`src/rtl/sort_sequencer_if.sv`:
```
// Handshake and data bundle between the sort sequencer and its sorting
// network, merge-tree input modules, merge-tree root and result sink.
interface sort_sequencer_if #(
    parameter int W     = 32,
    parameter int CHUNK = 16,
    parameter int WAYS  = 8
);
    logic                 start;
    logic [CHUNK*W-1:0]   din;
    logic                 din_valid;
    logic                 din_ready;
    logic [CHUNK*W-1:0]   s_din;
    logic                 s_ena;
    logic                 s_valid;
    logic [WAYS-1:0]      im_ena;
    logic [WAYS-1:0]      im_req;
    logic                 t_deq;
    logic                 t_empty;
    logic [W-1:0]         t_dout;
    logic [W-1:0]         dout;
    logic                 dout_valid;
    logic                 dout_last;
    logic                 busy;
    logic                 done;

    // Sequencer side.
    modport master (
        input  start, din, din_valid, s_valid, im_req, t_empty, t_dout,
        output din_ready, s_din, s_ena, im_ena, t_deq,
               dout, dout_valid, dout_last, busy, done
    );

    // Environment side (source, network, input modules, tree, sink).
    modport slave (
        output start, din, din_valid, s_valid, im_req, t_empty, t_dout,
        input  din_ready, s_din, s_ena, im_ena, t_deq,
               dout, dout_valid, dout_last, busy, done
    );
endinterface

```
`src/rtl/sort_sequencer.sv`:
```
// Sort sequencer: loads WAYS*CPW chunks one at a time through the sorting
// network, hands each sorted chunk to merge-tree input way (c mod WAYS),
// then drains TOTAL keys from the merge-tree root.
module sort_sequencer #(
    parameter int W     = 32,
    parameter int CHUNK = 16,
    parameter int WAYS  = 8,
    parameter int CPW   = 1
) (
    input  logic              clk,
    input  logic              rst,
    sort_sequencer_if.master  bus
);
    localparam int NCHUNK = WAYS * CPW;
    localparam int TOTAL  = NCHUNK * CHUNK;
    localparam int NW     = $clog2(TOTAL + 1);
    localparam int CW     = $clog2(NCHUNK);
    localparam int SW     = $clog2(WAYS);

    typedef enum logic [2:0] {IDLE, LOAD, WAIT_NET, FEED, DRAIN, DONE} state_t;

    state_t          state;
    logic [CW-1:0]   c;
    logic [NW-1:0]   n;
    logic [SW-1:0]   way;
    logic [WAYS-1:0] way_oh;

    // WAYS is a power of two, so c mod WAYS is just the low bits of c.
    assign way    = c[SW-1:0];
    assign way_oh = WAYS'(1) << way;

    // Acceptance is combinational so an early-offered chunk simply waits.
    assign bus.din_ready = (state == LOAD) && bus.din_valid;

    // Run-control FSM with all outputs registered.
    always_ff @(posedge clk or posedge rst) begin
        if (rst) begin
            state          <= IDLE;
            c              <= '0;
            n              <= '0;
            bus.s_din      <= '0;
            bus.s_ena      <= 1'b0;
            bus.im_ena     <= '0;
            bus.t_deq      <= 1'b0;
            bus.dout       <= '0;
            bus.dout_valid <= 1'b0;
            bus.dout_last  <= 1'b0;
            bus.busy       <= 1'b0;
            bus.done       <= 1'b0;
        end else begin
            case (state)
                IDLE, DONE: begin
                    bus.dout_valid <= 1'b0;
                    bus.dout_last  <= 1'b0;
                    if (bus.start) begin
                        state    <= LOAD;
                        c        <= '0;
                        n        <= '0;
                        bus.busy <= 1'b1;
                        bus.done <= 1'b0;
                    end
                end
                LOAD: begin
                    if (bus.din_valid) begin
                        bus.s_din <= bus.din;
                        bus.s_ena <= 1'b1;
                        state     <= WAIT_NET;
                    end
                end
                WAIT_NET: begin
                    // Network latency is not fixed; its valid is the only cue.
                    if (bus.s_valid) begin
                        bus.im_ena <= way_oh;
                        state      <= FEED;
                    end
                end
                FEED: begin
                    // Only the selected way's request counts.
                    if (bus.im_req[way]) begin
                        bus.im_ena <= '0;
                        if (c == CW'(NCHUNK - 1)) begin
                            bus.t_deq <= 1'b1;
                            bus.s_ena <= 1'b0;
                            state     <= DRAIN;
                        end else begin
                            c     <= c + CW'(1);
                            state <= LOAD;
                        end
                    end else begin
                        bus.im_ena <= bus.s_valid ? way_oh : '0;
                    end
                end
                DRAIN: begin
                    if (!bus.t_empty) begin
                        bus.dout       <= bus.t_dout;
                        bus.dout_valid <= 1'b1;
                        n              <= n + NW'(1);
                        if (n == NW'(TOTAL - 1)) begin
                            bus.dout_last <= 1'b1;
                            bus.t_deq     <= 1'b0;
                            bus.busy      <= 1'b0;
                            bus.done      <= 1'b1;
                            state         <= DONE;
                        end
                    end else begin
                        bus.dout_valid <= 1'b0;
                    end
                end
                default: state <= IDLE;
            endcase
        end
    end
endmodule

```
`src/flat_wrapper.sv`:
```
// flat-port wrapper written by rule: the top's interface ports become plain ports
module sort_sequencer_flat 
#(
    parameter int W     = 32,
    parameter int CHUNK = 16,
    parameter int WAYS  = 8,
    parameter int CPW   = 1
)
  (clk, rst, bus_start, bus_din, bus_din_valid, bus_s_valid, bus_im_req, bus_t_empty, bus_t_dout, bus_din_ready, bus_s_din, bus_s_ena, bus_im_ena, bus_t_deq, bus_dout, bus_dout_valid, bus_dout_last, bus_busy, bus_done);
  sort_sequencer_if #(.W(W), .CHUNK(CHUNK), .WAYS(WAYS)) bus_i ();
  input  logic clk;
  input  logic rst;
  input wire logic [$bits(bus_i.start)-1:0] bus_start;
  input wire logic [$bits(bus_i.din)-1:0] bus_din;
  input wire logic [$bits(bus_i.din_valid)-1:0] bus_din_valid;
  input wire logic [$bits(bus_i.s_valid)-1:0] bus_s_valid;
  input wire logic [$bits(bus_i.im_req)-1:0] bus_im_req;
  input wire logic [$bits(bus_i.t_empty)-1:0] bus_t_empty;
  input wire logic [$bits(bus_i.t_dout)-1:0] bus_t_dout;
  output wire logic [$bits(bus_i.din_ready)-1:0] bus_din_ready;
  output wire logic [$bits(bus_i.s_din)-1:0] bus_s_din;
  output wire logic [$bits(bus_i.s_ena)-1:0] bus_s_ena;
  output wire logic [$bits(bus_i.im_ena)-1:0] bus_im_ena;
  output wire logic [$bits(bus_i.t_deq)-1:0] bus_t_deq;
  output wire logic [$bits(bus_i.dout)-1:0] bus_dout;
  output wire logic [$bits(bus_i.dout_valid)-1:0] bus_dout_valid;
  output wire logic [$bits(bus_i.dout_last)-1:0] bus_dout_last;
  output wire logic [$bits(bus_i.busy)-1:0] bus_busy;
  output wire logic [$bits(bus_i.done)-1:0] bus_done;
  assign bus_i.start = bus_start;
  assign bus_i.din = bus_din;
  assign bus_i.din_valid = bus_din_valid;
  assign bus_i.s_valid = bus_s_valid;
  assign bus_i.im_req = bus_im_req;
  assign bus_i.t_empty = bus_t_empty;
  assign bus_i.t_dout = bus_t_dout;
  assign bus_din_ready = bus_i.din_ready;
  assign bus_s_din = bus_i.s_din;
  assign bus_s_ena = bus_i.s_ena;
  assign bus_im_ena = bus_i.im_ena;
  assign bus_t_deq = bus_i.t_deq;
  assign bus_dout = bus_i.dout;
  assign bus_dout_valid = bus_i.dout_valid;
  assign bus_dout_last = bus_i.dout_last;
  assign bus_busy = bus_i.busy;
  assign bus_done = bus_i.done;
  sort_sequencer #(.W(W), .CHUNK(CHUNK), .WAYS(WAYS), .CPW(CPW)) u_core (.clk(clk), .rst(rst), .bus(bus_i));
endmodule
```
`config.mk`:
```
export PLATFORM = sky130hd
export DESIGN_NAME = sort_sequencer_flat
export DESIGN_NICKNAME = d
export VERILOG_FILES = /design/src/rtl/sort_sequencer_if.sv /design/src/rtl/sort_sequencer.sv /design/src/flat_wrapper.sv
export SDC_FILE = /design/constraint.sdc
export NUM_CORES = 1
export LEC_CHECK = 0
export CORE_AREA = 2 2 437 439
export CTS_CLUSTER_SIZE = 20
export DETAILED_ROUTE_END_ITERATION = 7
export DIE_AREA = 0 0 439 441
export PLACE_DENSITY = 0.33
export RECOVER_POWER = 50
export SYNTH_ARGS = -nofsm -noshare
export SYNTH_HDL_FRONTEND = slang
export SYNTH_SLANG_ARGS = --single-unit
```
`constraint.sdc`:
```
create_clock -name clk -period 57.7 [get_ports clk]
set_input_delay 14.425 -clock clk [delete_from_list [all_inputs] [get_ports clk]]
set_output_delay 14.425 -clock clk [all_outputs]
set_load 0.05 [all_outputs]
```
# == Word level (Yosys, flattened, before mapping) ==
# Cells that the tools add are included.
# totals
regBits,572
word_cells,89
# op_classes
bitwise,1
n_reduce_logical,18
add_sub_neg,2
muxes,39
shift,1
eq_ne,15
magnitude_cmp,1
# ops
operator,count
8-bit 2-to-1 mux,5
8-bit case mux with 2 select lines,2
3-bit 2-to-1 mux,10
3-bit case mux with 5 select lines,1
1-bit 2-to-1 mux,13
1-bit case mux with 2 select lines,6
4-bit AND reduction,3
2-bit != test (second input constant),5
2-bit nonzero test,5
3-bit == test (second input constant),3
8-bit by 1-bit adder with 8-bit output (second input constant),1
8-bit by 7-bit == test with 1-bit output (second input constant),1
1-bit by 3-bit left shift with 8-bit output (first input constant),1
3-bit by 2-bit == test with 1-bit output (second input constant),2
2-bit by 1-bit != test with 1-bit output (second input constant),3
3-bit case mux with 2 select lines,1
2-bit AND reduction,3
3-bit AND reduction,2
6-bit AND reduction,1
5-bit AND reduction,1
3-bit by 4-bit < comparator with 1-bit output (second input constant),1
3-bit by 1-bit adder with 3-bit output (second input constant),1
1-bit binary-select mux with 3-bit select,1
3-bit by 1-bit == test with 1-bit output (second input constant),1
other kinds (4),4

# == Longest topological paths before layout ==
# Gate-level depths: netlist of the first run.
# depth
ltp_word,4
depth_mapped,7
ltp_nobuf,6

# == Worst setup path before layout of the first run ==
# OpenSTA, ideal clock, no wires.
# synth_path
path_kind,in2out
from,input bus_din_valid
to,output bus_din_ready
n_path_buf,2
required_time_ns,43.275
t_arrival_ns,15.075
slack_ns,28.200
stages,3
cell_sequence,and3b_1 buf_4 buf_2
# synth_via
elab_chain_len,1
# synth_rtl
element,line,source
start: declaration,flat_wrapper.sv:15,input wire logic [$bits(bus_i.din_valid)-1:0] bus_din_valid;
1-bit logical AND,sort_sequencer.sv:33,assign bus.din_ready = (state == LOAD) && bus.din_valid;
end: declaration,flat_wrapper.sv:20,output wire logic [$bits(bus_i.din_ready)-1:0] bus_din_ready;
# No other way between the ends.

# == Worst setup path in the final report of the first run ==
# Same ends and word-level chain as after synthesis.

==> impl_table.tex, run 1 <==
\begin{tabular}{lr}
\hline
Metric & Value \\
\hline
\multicolumn{2}{l}{\textbf{Run status}} \\
Result of the run & finished with violations \\
Violations in the final reports & max-capacitance violations, max-slew violations \\
\multicolumn{2}{l}{\textbf{Layout}} \\
Nets@finish & 3079 \\
Leading cell type in the layout, fill and taps excluded & sky130\_fd\_sc\_hd\_\_clkdlybuf4s50\_1 \\
Synthesis-to-finish area growth & 77.0\% \\
Number of cells in the finished layout apart from fillers & 5111 \\
Footprint of the flip-flops and latches & 14300 sq um \\
Fill cell count & 20500 \\
Most frequent cells in the layout & sky130\_fd\_sc\_hd\_\_clkdlybuf4s50\_1, sky130\_fd\_sc\_hd\_\_dfrtp\_1, sky130\_fd\_sc\_hd\_\_mux2\_1 \\
Multi-input logic area & 6930 sq um \\
Proportion of layout cells with a drive suffix above 1 & 0.0775 \\
\multicolumn{2}{l}{\textbf{GRT}} \\
Global-route usage over all layers & 0.119 \\
Fraction of met3 tracks used by global routing & 0.0393 \\
Sum of overflow across all layers after global routing & 0 \\
Maximum number of pins on one net before global-route repair & 139 \\
Highest-utilization routing layer at the global route stage & met2 \\
Initial antenna violation count & 56 \\
Wire length of the first global-routing pass & 156000 um \\
Met1 track demand over resource in global routing & 0.135 \\
Number of global-route vias before repair & 16700 \\
Met2 Usage GRT & 0.209 \\
\multicolumn{2}{l}{\textbf{Drt}} \\
Total iterations of the first detailed-routing run & 4 \\
DRC violation total after the first TritonRoute iteration & 491 \\
Average vias per placed instance & 3.10 \\
Sum of routed wire length over all layers & 119000 um \\
Number of DRC violations after detailed routing & 0 \\
Post-DR wirelength/cell & 23.3 um \\
Remaining antenna violation count after routing & 0 \\
Vias after detailed routing & 15800 \\
\multicolumn{2}{l}{\textbf{STA}} \\
Final hold violation count & 0 \\
Setup repair after global routing missed its margin & no \\
\# setup viols final & 0 \\
Tmin final & 31.95 ns \\
Achievable Freq & 31.3 MHz \\
Number of max-slew violations in the final report & 674 \\
Final period util & 0.554 \\
Clock skew after layout & 0.0366 ns \\
Max-slew headroom at the worst pin & -4.54 \\
Actual slew at the worst max-slew pin & 8.32 ns \\
Aggregate negative setup slack & 0 ns \\
\multicolumn{2}{l}{\textbf{Die}} \\
Total Die Area & 194000 sq um \\
Placement row count & 160 \\
Initial standard-cell utilization of the core & 0.115 \\
Die width & 439 um \\
Height of the die & 441 um \\
Area of the core & 189000 sq um \\
Top-Level Pins & 1117 \\
\multicolumn{2}{l}{\textbf{CTS}} \\
Clock transition at path regs & 0.06 ns \\
Post-cts gate resize count & 0 \\
Clock latency reported for the late side of the worst-skew pair & 0.70 ns \\
Root buffer cell & sky130\_fd\_sc\_hd\_\_clkbuf\_16 \\
CTS tree & built \\
Setup Fix Bufs, Post-CTS & 0 \\
Num Clock Sinks & 572 \\
H-tree levels & 3 \\
Count of hold buffers inserted by post-cts repair & 0 \\
CTS buffer count & 84 \\
Maximum buffer depth of the clock tree & 3 \\
\multicolumn{2}{l}{\textbf{Worst hold path}} \\
Tightest Hold Check Type & reg2reg \\
Launch point of the worst hold path & u\_core.bus.dout[13] \\
\multicolumn{2}{l}{\textbf{Synth}} \\
Nets in the synthesized netlist & 1934 \\
Flip-flop cell with the highest count after synthesis & sky130\_fd\_sc\_hd\_\_dfrtp\_1 \\
Netlist area before placement & 21800 sq um \\
Number of enable-type register cells in the synthesized netlist & 0 \\
Flip-flop and latch count after synthesis & 572 \\
Synth warn & 0 \\
Proportion of synthesized flip-flops having asynchronous set or reset & 1.00 \\
Instance count of the mapped netlist & 1369 \\
Post-synthesis cell type count & 51 \\
Per-instance average area after synthesis & 15.9 sq um \\
Sequential-to-total area share from yosys stat & 0.657 \\
\multicolumn{2}{l}{\textbf{Worst setup path}} \\
CP max FO & 31 \\
Launch point of the worst path & bus\_din\_valid \\
Kind of critical path & in2out \\
Setup slack on the worst flop-to-flop path & 47.53 ns \\
Reg-to-reg critical path startpoint & u\_core.state[0] \\
Required time of the critical path & 43.28 ns \\
Arrival time at the worst endpoint & 17.53 ns \\
Endpoint kind of the worst setup timing path & output pin \\
Critical Path Start Type & input port \\
\multicolumn{2}{l}{\textbf{Pwr}} \\
Cell area power density & 69.9 nW/um\^{}2 \\
Static leakage & 15.4 nW \\
Final total power & 2.70 mW \\
Maximum vdd drop & 0.0000239 V \\
\multicolumn{2}{l}{\textbf{Place}} \\
Port bufs & 1116 \\
Post-detail-place hpwl & 94500 um \\
Final Wtd Congestion & 0.754 \\
Number of cells after detailed placement & 4939 \\
\multicolumn{2}{l}{\textbf{Run}} \\
Max-cap violations & 10 \\
\hline
\end{tabular}
## cells in the mapped netlist (all sizes together) (2+ instances only)
cell type | n | share of area
a22oi | 3 | 0.0015
xor2 | 2 | 0.00080
inv | 6 | 0.0010
nor2b | 5 | 0.0018
nor3 | 3 | 0.0014
nor2 | 13 | 0.0022
nor4b | 3 | 0.0019
a22o | 6 | 0.0024
ha | 7 | 0.0040
a211o | 2 | 0.00080
buf | 62 | 0.021
dfrtp | 572 | 0.66
a31oi | 2 | 0.00057
nand4 | 2 | 0.00086
mux2i | 4 | 0.0018
and2 | 2 | 0.00057
clkbuf | 10 | 0.0017
o21ai | 8 | 0.0018
a21oi | 5 | 0.0011
a32o | 3 | 0.0014
xnor2 | 4 | 0.0016
a211oi | 3 | 0.0010
nand2 | 106 | 0.018
nand3 | 5 | 0.0011
mux2 | 513 | 0.27
## cells by family after synthesis
group / synth area share
buf+inv: 0.0242
compound gates: 0.0138
xor+xnor: 0.00241
simple gates: 0.0320
fa+ha+maj: 0.00402
mux: 0.267
flops: 0.657
## stage by stage
| stage | cell area [sq um] | setup WS, ns | hold slack, ns | utilization |
|---|---|---|---|---|
| after floorplan | 21800 | 27.27 | 0.493 | - |
| after global placement | 35800 | 26.57 | 0.457 | 0.189 |
| after detailed placement | 35800 | 26.58 | 0.461 | 0.189 |
| after CTS | 38600 | 26.57 | 0.476 | 0.204 |
| after global routing | 38500 | 25.47 | 0.487 | 0.204 |
| final | 38600 | 25.75 | 0.473 | 0.204 |
## area by class of cell
| cell class | instances | share of cell area |
|---|---|---|
| well taps | 2511 | 0.0815 |
| repair buffers | 1131 | 0.292 |
| clock buffers | 124 | 0.0647 |
| diodes | 21 | 0.00136 |
| inverters | 6 | 0.000616 |
| clock inverters | 27 | 0.00928 |
| multi-input cells | 719 | 0.180 |
| flip-flops and latches | 572 | 0.371 |
## worst max-delay path, cell delays in order
cell and delay, ns:
sky130_fd_sc_hd__dlygate4sd3_1 0.62, sky130_fd_sc_hd__and3b_1 1.38, sky130_fd_sc_hd__clkdlybuf4s50_1 1.08
## layer usage
| layer | vias to the layer above | share of wire |
|---|---|---|
| met2 | 585 | 0.51 |
| met1 | 7903 | 0.38 |
| met5 | - | 0.00065 |
| met3 | 185 | 0.076 |
| li1 | 7157 | - |
| met4 | 12 | 0.028 |
## report_power, final
| part | total (mW) | switching (mW) | internal [mW] |
|---|---|---|---|
| Clock | 0.542 | 0.216 | 0.326 |
| Sequential | 0.705 | 0.110 | 0.595 |
| Combinational | 1.45 | 0.985 | 0.465 |
| Total | 2.70 | 1.31 | 1.39 |
## sequential cells by signal, indices dropped and copies added, names as in the netlist
name / cells
u_core.state: 3
u_core.bus.s_din: 512
u_core.bus.dout_last: 1
u_core.n: 8
u_core.bus.s_ena: 1
u_core.bus.im_ena: 8
u_core.bus.busy: 1
u_core.c: 3
u_core.bus.done: 1
u_core.bus.dout: 32
u_core.bus.dout_valid: 1
u_core.bus.t_deq: 1
## final timing paths
check                                              to  depth (start not counted)
worst max-delay path                    bus_din_ready                          3
worst min-delay path              u_core.bus.dout[13]                          2
worst max register to register  u_core.bus.s_din[382]                          5
worst min register to register    u_core.bus.dout[13]                          2
max in group asynchronous        u_core.bus.s_din[69]                          3
min in group asynchronous       u_core.bus.s_din[392]                          2
(Power assumes the default switching activity.)
==> run 2, diff against run 1 <==
Clock period 57.7 ns to 31.4 ns, I/O delays scaled along.
==> impl_table.tex, run 2 (synthesis results as in run 1) <==
\begin{tabular}{lr}
\hline
Metric & Value \\
\hline
\multicolumn{2}{l}{\textbf{Run status}} \\
Result of the run & finished with violations \\
Violations in the final reports & max-capacitance violations, max-slew violations \\
\multicolumn{2}{l}{\textbf{Worst setup path}} \\
Endpoint kind of the worst setup timing path & output pin \\
Number of cells on the worst reg-to-reg path & 5 (unchanged) \\
Launch point of the worst path & bus\_din\_valid \\
Required time of the critical path & 23.55 ns (-19.73 ns) \\
Kind of critical path & in2out \\
Critical Path Start Type & input port \\
Setup slack on the worst flop-to-flop path & 26.56 ns (-20.97 ns) \\
Arrival time at the worst endpoint & 11.28 ns (-6.25 ns) \\
Reg-to-Reg End & u\_core.bus.s\_din[104] \\
CP max FO & 36 (+16\%) \\
Reg-to-reg critical path startpoint & u\_core.state[0] \\
\multicolumn{2}{l}{\textbf{Worst hold path}} \\
Hold Path End & u\_core.bus.dout[22] \\
Launch point of the worst hold path & u\_core.bus.dout[22] \\
Cell count of the worst hold path & 2 (unchanged) \\
Tightest Hold Check Type & reg2reg \\
\multicolumn{2}{l}{\textbf{STA}} \\
Number of max-slew violations in the final report & 471 (-30\%) \\
Tmin final & 19.13 ns \\
Achievable Freq & 52.3 MHz \\
\# setup viols final & 0 (unchanged) \\
Final period util & 0.609 \\
Max-slew headroom at the worst pin & -4.11 (+0.436) \\
Final hold violation count & 0 (unchanged) \\
Aggregate negative setup slack & 0 ns (unchanged) \\
Clock skew after layout & 0.0358 ns (-0.000875 ns) \\
Post-route worst setup slack & 12.27 ns (-13.47 ns) \\
Setup repair after global routing missed its margin & no \\
Actual slew at the worst max-slew pin & 7.66 ns (-0.654 ns) \\
\multicolumn{2}{l}{\textbf{Place}} \\
Worst setup timing slack at the placement stage & 13.16 ns (-13.42 ns) \\
Final Wtd Congestion & 0.771 (+2.3\%) \\
Post-detail-place hpwl & 93900 um (-0.69\%) \\
Number of cells after detailed placement & 4939 (unchanged) \\
Port bufs & 1116 (unchanged) \\
\multicolumn{2}{l}{\textbf{Pwr}} \\
Combinational group share of total power & 0.535 (-0.003) \\
Switching power & 2.41 mW (+84\%) \\
Cell area power density & 126 nW/um\^{}2 (+81\%) \\
Static leakage & 15.5 nW (+0.83\%) \\
Register share of total power & 0.265 (+0.004) \\
Switching Share & 0.495 (+0.00929) \\
Cell Int Power & 2.46 mW (+77\%) \\
Maximum vdd drop & 0.0000497 V (+110\%) \\
Clock share of power & 0.200 (about the same) \\
\multicolumn{2}{l}{\textbf{Die}} \\
Height of the die & 441 um (unchanged) \\
Placement row count & 160 (unchanged) \\
Area of the core & 189000 sq um (unchanged) \\
Total Die Area & 194000 sq um (unchanged) \\
Initial standard-cell utilization of the core & 0.115 (unchanged) \\
Die width & 439 um (unchanged) \\
Top-Level Pins & 1117 (unchanged) \\
\multicolumn{2}{l}{\textbf{Drt}} \\
Post-DR wirelength/cell & 23.3 um (-0.33\%) \\
DRC violation total after the first TritonRoute iteration & 496 (+1.0\%) \\
Remaining antenna violation count after routing & 0 (unchanged) \\
Number of DRC violations after detailed routing & 0 (unchanged) \\
Vias after detailed routing & 15800 (-0.30\%) \\
Sum of routed wire length over all layers & 119000 um (-0.45\%) \\
Total iterations of the first detailed-routing run & 5 (+1) \\
Average vias per placed instance & 3.09 (-0.19\%) \\
\multicolumn{2}{l}{\textbf{CTS}} \\
Root buffer cell & sky130\_fd\_sc\_hd\_\_clkbuf\_16 \\
CTS tree & built \\
Setup Fix Bufs, Post-CTS & 0 (unchanged) \\
H-tree levels & 3 (unchanged) \\
Clock transition at path regs & 0.05 ns (about the same) \\
CTS buffer count & 83 (-1.2\%) \\
Num Clock Sinks & 572 (unchanged) \\
Post-cts gate resize count & 0 (unchanged) \\
Count of hold buffers inserted by post-cts repair & 0 (unchanged) \\
Maximum buffer depth of the clock tree & 3 (unchanged) \\
Clock latency reported for the late side of the worst-skew pair & 0.73 ns (+0.03 ns) \\
\multicolumn{2}{l}{\textbf{GRT}} \\
Sum of overflow across all layers after global routing & 0 (unchanged) \\
Number of global-route vias before repair & 16500 (-1.4\%) \\
Maximum number of pins on one net before global-route repair & 140 (+0.72\%) \\
Global-route usage over all layers & 0.118 (-0.000969) \\
Wire length of the first global-routing pass & 154000 um (-0.98\%) \\
Initial antenna violation count & 50 (-11\%) \\
\multicolumn{2}{l}{\textbf{Layout}} \\
Leading cell type in the layout, fill and taps excluded & sky130\_fd\_sc\_hd\_\_clkdlybuf4s50\_1 \\
Synthesis-to-finish area growth & 76.7\% \\
Regs by FF count & u\_core.bus.s\_din (512), u\_core.bus.dout (32) \\
Proportion of layout cells with a drive suffix above 1 & 0.0772 (-0.000328) \\
Number of cells in the finished layout apart from fillers & 5105 (-0.12\%) \\
Flip-flop count of the largest register, all copies and words added & 512 (unchanged) \\
Nets@finish & 3078 (-0.032\%) \\
Most frequent cells in the layout & sky130\_fd\_sc\_hd\_\_clkdlybuf4s50\_1, sky130\_fd\_sc\_hd\_\_dfrtp\_1, sky130\_fd\_sc\_hd\_\_mux2\_1 \\
Register name with the most flops & u\_core.bus.s\_din \\
\multicolumn{2}{l}{\textbf{Run}} \\
Max-cap violations & 8 (-2) \\
\hline
\end{tabular}
==> run 2: cell count changes in the layout (fill, tap and decap cells not counted), sizes merged <==
| cell | delta |
|---|---|
| clkdlybuf4s50 | -207 |
| dlygate4sd3 | +207 |
| clkbuf | -8 |
| clkinv | +7 |
| diode | -4 |
| buf | +2 |
| clkinvlp | -2 |
| bufinv | -1 |
==> run 2: worst max path at each step <==
stage | endpoint | slack, ns
detailed placement | bus_din_ready | 13.16
CTS | bus_din_ready | 13.16
floorplan | u_core.bus.busy | 7.55
global placement | bus_din_ready | 13.19
finish | bus_din_ready | 12.27
global route | u_core.bus.s_din[168] | 11.96
==> run 2: through the flow <==
stage / cell area [sq um] / hold WS, ns / utilization / power (mW)
final: 38500 / 0.466 / 0.204 / 4.87
after global routing: 38500 / 0.485 / 0.203 / 5.10
after CTS: 38500 / 0.477 / 0.204 / 5.08
after detailed placement: 35800 / 0.462 / 0.189 / 4.06
after global placement: 35800 / 0.462 / 0.189 / 4.06
after floorplan: 21800 / 0.493 / - / 2.93
==> run 2: layer usage <==
| layer | vias to the layer above | global-route usage | routed length (um) |
|---|---|---|---|
| li1 | 7170 | - | - |
| met1 | 7876 | 0.133 | 45400 |
| met2 | 554 | 0.206 | 61000 |
| met3 | 184 | 0.0423 | 9210 |
| met4 | 10 | 0.0379 | 3060 |
| met5 | - | 0 | 69 |
==> run 2: area by class of cell <==
class                   count  area (sq um)
fillers                 20400        151000
flip-flops and latches    572         14300
repair buffers           1131         11300
multi-input cells         719          6930
well taps                2511          3140
clock buffers             118          2360
clock inverters            31           419
diodes                     17          42.5
inverters                   6          23.8
==> run 2: worst max-delay path, cell delays in order <==
cell	delay [ns]
sky130_fd_sc_hd__dlygate4sd3_1	0.74
sky130_fd_sc_hd__and3b_1	1.54
sky130_fd_sc_hd__clkdlybuf4s50_1	1.11
==> run 2: power groups by stage <==
stage          sequential, mW  combinational [mW]  clock, mW
6_report                 1.29                2.61      0.973
3_3_place_gp             1.31                2.75          0
2_1_floorplan            2.50               0.436          0
3_5_place_dp             1.32                2.74          0
5_1_grt                  1.34                2.71       1.05
4_1_cts                  1.31                2.75       1.02
==> run 3, diff against run 2 <==
Clock period 31.4 ns to 19.85 ns, I/O delays scaled along.
==> impl_table.tex, run 3 (synthesis results as in run 1) <==
\begin{tabular}{lr}
\hline
Metric & Value \\
\hline
\multicolumn{2}{l}{\textbf{Run status}} \\
Result of the run & finished with violations \\
Violations in the final reports & max-capacitance violations, max-slew violations \\
\multicolumn{2}{l}{\textbf{Die}} \\
Height of the die & 441 um (unchanged) \\
Placement row count & 160 (unchanged) \\
Die width & 439 um (unchanged) \\
Area of the core & 189000 sq um (unchanged) \\
Initial standard-cell utilization of the core & 0.115 (unchanged) \\
Top-Level Pins & 1117 (unchanged) \\
Total Die Area & 194000 sq um (unchanged) \\
\multicolumn{2}{l}{\textbf{Place}} \\
Port bufs & 1116 (unchanged) \\
Final Wtd Congestion & 0.791 (+2.6\%) \\
Post-detail-place hpwl & 93700 um (-0.14\%) \\
Number of cells after detailed placement & 4939 (unchanged) \\
Worst setup timing slack at the placement stage & 7.54 ns (-5.63 ns) \\
Total cell area at the placement stage & 35800 sq um (about the same) \\
\multicolumn{2}{l}{\textbf{CTS}} \\
Maximum buffer depth of the clock tree & 3 (unchanged) \\
CTS tree & built \\
Root buffer cell & sky130\_fd\_sc\_hd\_\_clkbuf\_16 \\
Clock transition at path regs & 0.05 ns (about the same) \\
CTS buffer count & 82 (-1.2\%) \\
Clock latency reported for the late side of the worst-skew pair & 0.70 ns (-0.03 ns) \\
Count of hold buffers inserted by post-cts repair & 0 (unchanged) \\
Post-cts gate resize count & 0 (unchanged) \\
H-tree levels & 3 (unchanged) \\
Num Clock Sinks & 572 (unchanged) \\
Setup Fix Bufs, Post-CTS & 0 (unchanged) \\
\multicolumn{2}{l}{\textbf{GRT}} \\
Sum of overflow across all layers after global routing & 0 (unchanged) \\
Maximum number of pins on one net before global-route repair & 145 (+3.6\%) \\
Number of global-route vias before repair & 16600 (+0.84\%) \\
Met2 Usage GRT & 0.195 (-0.0108) \\
Initial antenna violation count & 35 (-30\%) \\
Met1 track demand over resource in global routing & 0.146 (+0.0128) \\
Highest-utilization routing layer at the global route stage & met2 \\
Wire length of the first global-routing pass & 155000 um (+0.63\%) \\
Global-route usage over all layers & 0.118 (-0.000161) \\
Fraction of met3 tracks used by global routing & 0.0384 (-0.00390) \\
\multicolumn{2}{l}{\textbf{STA}} \\
Achievable Freq & 74.2 MHz \\
Setup repair after global routing missed its margin & no \\
\# setup viols final & 0 (unchanged) \\
Aggregate negative setup slack & 0 ns (unchanged) \\
Post-route worst setup slack & 6.37 ns (-5.91 ns) \\
Clock skew after layout & 0.0315 ns (-0.00430 ns) \\
Max-slew headroom at the worst pin & -3.86 (+0.250) \\
Number of max-slew violations in the final report & 369 (-22\%) \\
Tmin final & 13.48 ns \\
Final hold violation count & 0 (unchanged) \\
Actual slew at the worst max-slew pin & 7.29 ns (-0.376 ns) \\
Final period util & 0.679 \\
\multicolumn{2}{l}{\textbf{Worst setup path}} \\
Endpoint kind of the worst setup timing path & async pin \\
CP top delay family & buffers and inverters \\
Cell occurring most often along the worst timing path & sky130\_fd\_sc\_hd\_\_clkbuf\_1 \\
Worst Path Buf+Inv & 5 (+3) \\
Critical Path Start Type & input port \\
Arrival time at the worst endpoint & 14.21 ns (+2.93 ns) \\
CP max FO & 116 (+220\%) \\
Kind of critical path & in2async \\
Stage delay of the slowest cell on the critical path & 5.06 ns (+3.52 ns) \\
Critical-path cell with the highest stage delay & sky130\_fd\_sc\_hd\_\_clkbuf\_1 \\
Required time of the critical path & 20.58 ns (-2.97 ns) \\
Cell breakdown of the critical path & dlygate4sd3\_1 > clkinvlp\_4 > clkbuf\_1 > clkbuf\_1 > buf\_4 \\
\multicolumn{2}{l}{\textbf{Drt}} \\
Post-DR wirelength/cell & 23.3 um (+0.16\%) \\
Average vias per placed instance & 3.12 (+0.88\%) \\
Total iterations of the first detailed-routing run & 4 (-1) \\
Sum of routed wire length over all layers & 119000 um (about the same) \\
Remaining antenna violation count after routing & 0 (unchanged) \\
DRC violation total after the first TritonRoute iteration & 492 (-0.81\%) \\
Vias after detailed routing & 15900 (+0.77\%) \\
Number of DRC violations after detailed routing & 0 (unchanged) \\
\multicolumn{2}{l}{\textbf{Layout}} \\
Post-route cell area & 38400 sq um (-0.29\%) \\
Synthesis-to-finish area growth & 76.2\% \\
Regs by FF count & u\_core.bus.s\_din (512), u\_core.bus.dout (32) \\
Flip-flop count of the largest register, all copies and words added & 512 (unchanged) \\
Proportion of layout cells with a drive suffix above 1 & 0.0765 (-0.000717) \\
Register name with the most flops & u\_core.bus.s\_din \\
Number of cells in the finished layout apart from fillers & 5099 (-0.12\%) \\
Fill cell count & 20500 (+0.39\%) \\
Most frequent cells in the layout & sky130\_fd\_sc\_hd\_\_clkdlybuf4s50\_1, sky130\_fd\_sc\_hd\_\_dfrtp\_1, sky130\_fd\_sc\_hd\_\_mux2\_1 \\
Leading cell type in the layout, fill and taps excluded & sky130\_fd\_sc\_hd\_\_clkdlybuf4s50\_1 \\
Nets@finish & 3077 (-0.032\%) \\
\multicolumn{2}{l}{\textbf{Pwr}} \\
Static leakage & 15.4 nW (-0.79\%) \\
Final total power & 7.73 mW (+59\%) \\
Combinational group share of total power & 0.534 (about the same) \\
Maximum vdd drop & 0.0000763 V (+53\%) \\
Cell area power density & 201 nW/um\^{}2 (+59\%) \\
Switching Share & 0.496 (+0.000699) \\
Clock share of power & 0.195 (-0.005) \\
Cell Int Power & 3.90 mW (+59\%) \\
Register share of total power & 0.271 (+0.006) \\
Switching power & 3.84 mW (+59\%) \\
\multicolumn{2}{l}{\textbf{Worst hold path}} \\
Tightest Hold Check Type & reg2reg \\
\multicolumn{2}{l}{\textbf{Run}} \\
Max-cap violations & 7 (-1) \\
\hline
\end{tabular}
-- run 3: cell types whose count changed in the layout (fill, tap and decap cells not counted), moves of 2 or more --
cell                              before  now
sky130_fd_sc_hd__diode_2              17   13
sky130_fd_sc_hd__inv_6                 1    5
sky130_fd_sc_hd__clkinvlp_4            2    4
sky130_fd_sc_hd__clkdlybuf4s50_1     688  791
sky130_fd_sc_hd__dlygate4sd3_1       428  325
sky130_fd_sc_hd__clkbuf_1             25   23
sky130_fd_sc_hd__clkinv_16             4    2
-- run 3: final timing paths --
path | from | end | slack [ns] | cells past startpoint
worst min register to register | u_core.bus.dout[7] | u_core.bus.dout[7] | 0.47 | 2
worst max register to register | u_core.state[0] | u_core.bus.s_din[498] | 13.03 | 7
worst max-delay path | rst | u_core.bus.s_din[342] | 6.37 | 5
worst min-delay path | u_core.bus.dout[7] | u_core.bus.dout[7] | 0.47 | 2
max in group clk | bus_din_valid | bus_din_ready | 6.62 | 3
min in group asynchronous | rst | u_core.bus.s_din[52] | 7.74 | 3
-- run 3: worst min-delay path, delay by kind of cell (launching register included) --
kind	cells	cell delay, ns
simple gates	2	0.10
flops	1	0.34
-- run 3: area by class of cell --
| cell class | instances | area (sq um) | area share |
|---|---|---|---|
| clock inverters | 32 | 367 | 0.00954 |
| well taps | 2511 | 3140 | 0.0818 |
| diodes | 13 | 32.5 | 0.000847 |
| flip-flops and latches | 572 | 14300 | 0.373 |
| multi-input cells | 719 | 6910 | 0.180 |
| clock buffers | 115 | 2330 | 0.0606 |
| repair buffers | 1131 | 11300 | 0.294 |
| inverters | 6 | 26.3 | 0.000684 |
-- run 3: metal layers --
metal	part of all wire	vias to the layer above
met3	0.074	140
met1	0.41	8086
met5	0.00018	-
li1	-	7135
met2	0.49	550
met4	0.018	4
-- run 3: power groups by stage --
stage / Sequential [mW] / Combinational [mW] / Clock, mW
6_report: 2.09 / 4.13 / 1.51
5_1_grt: 2.17 / 4.29 / 1.63
4_1_cts: 2.12 / 4.33 / 1.58
3_5_place_dp: 2.13 / 4.32 / 0
3_3_place_gp: 2.12 / 4.32 / 0
2_1_floorplan: 3.95 / 0.690 / 0
-- run 3: metrics by stage --
step,hold slack [ns],utilization
floorplan,0.493,-
global placement,0.460,0.189
detailed placement,0.464,0.189
CTS,0.477,0.203
global route,0.485,0.203
finish,0.468,0.203
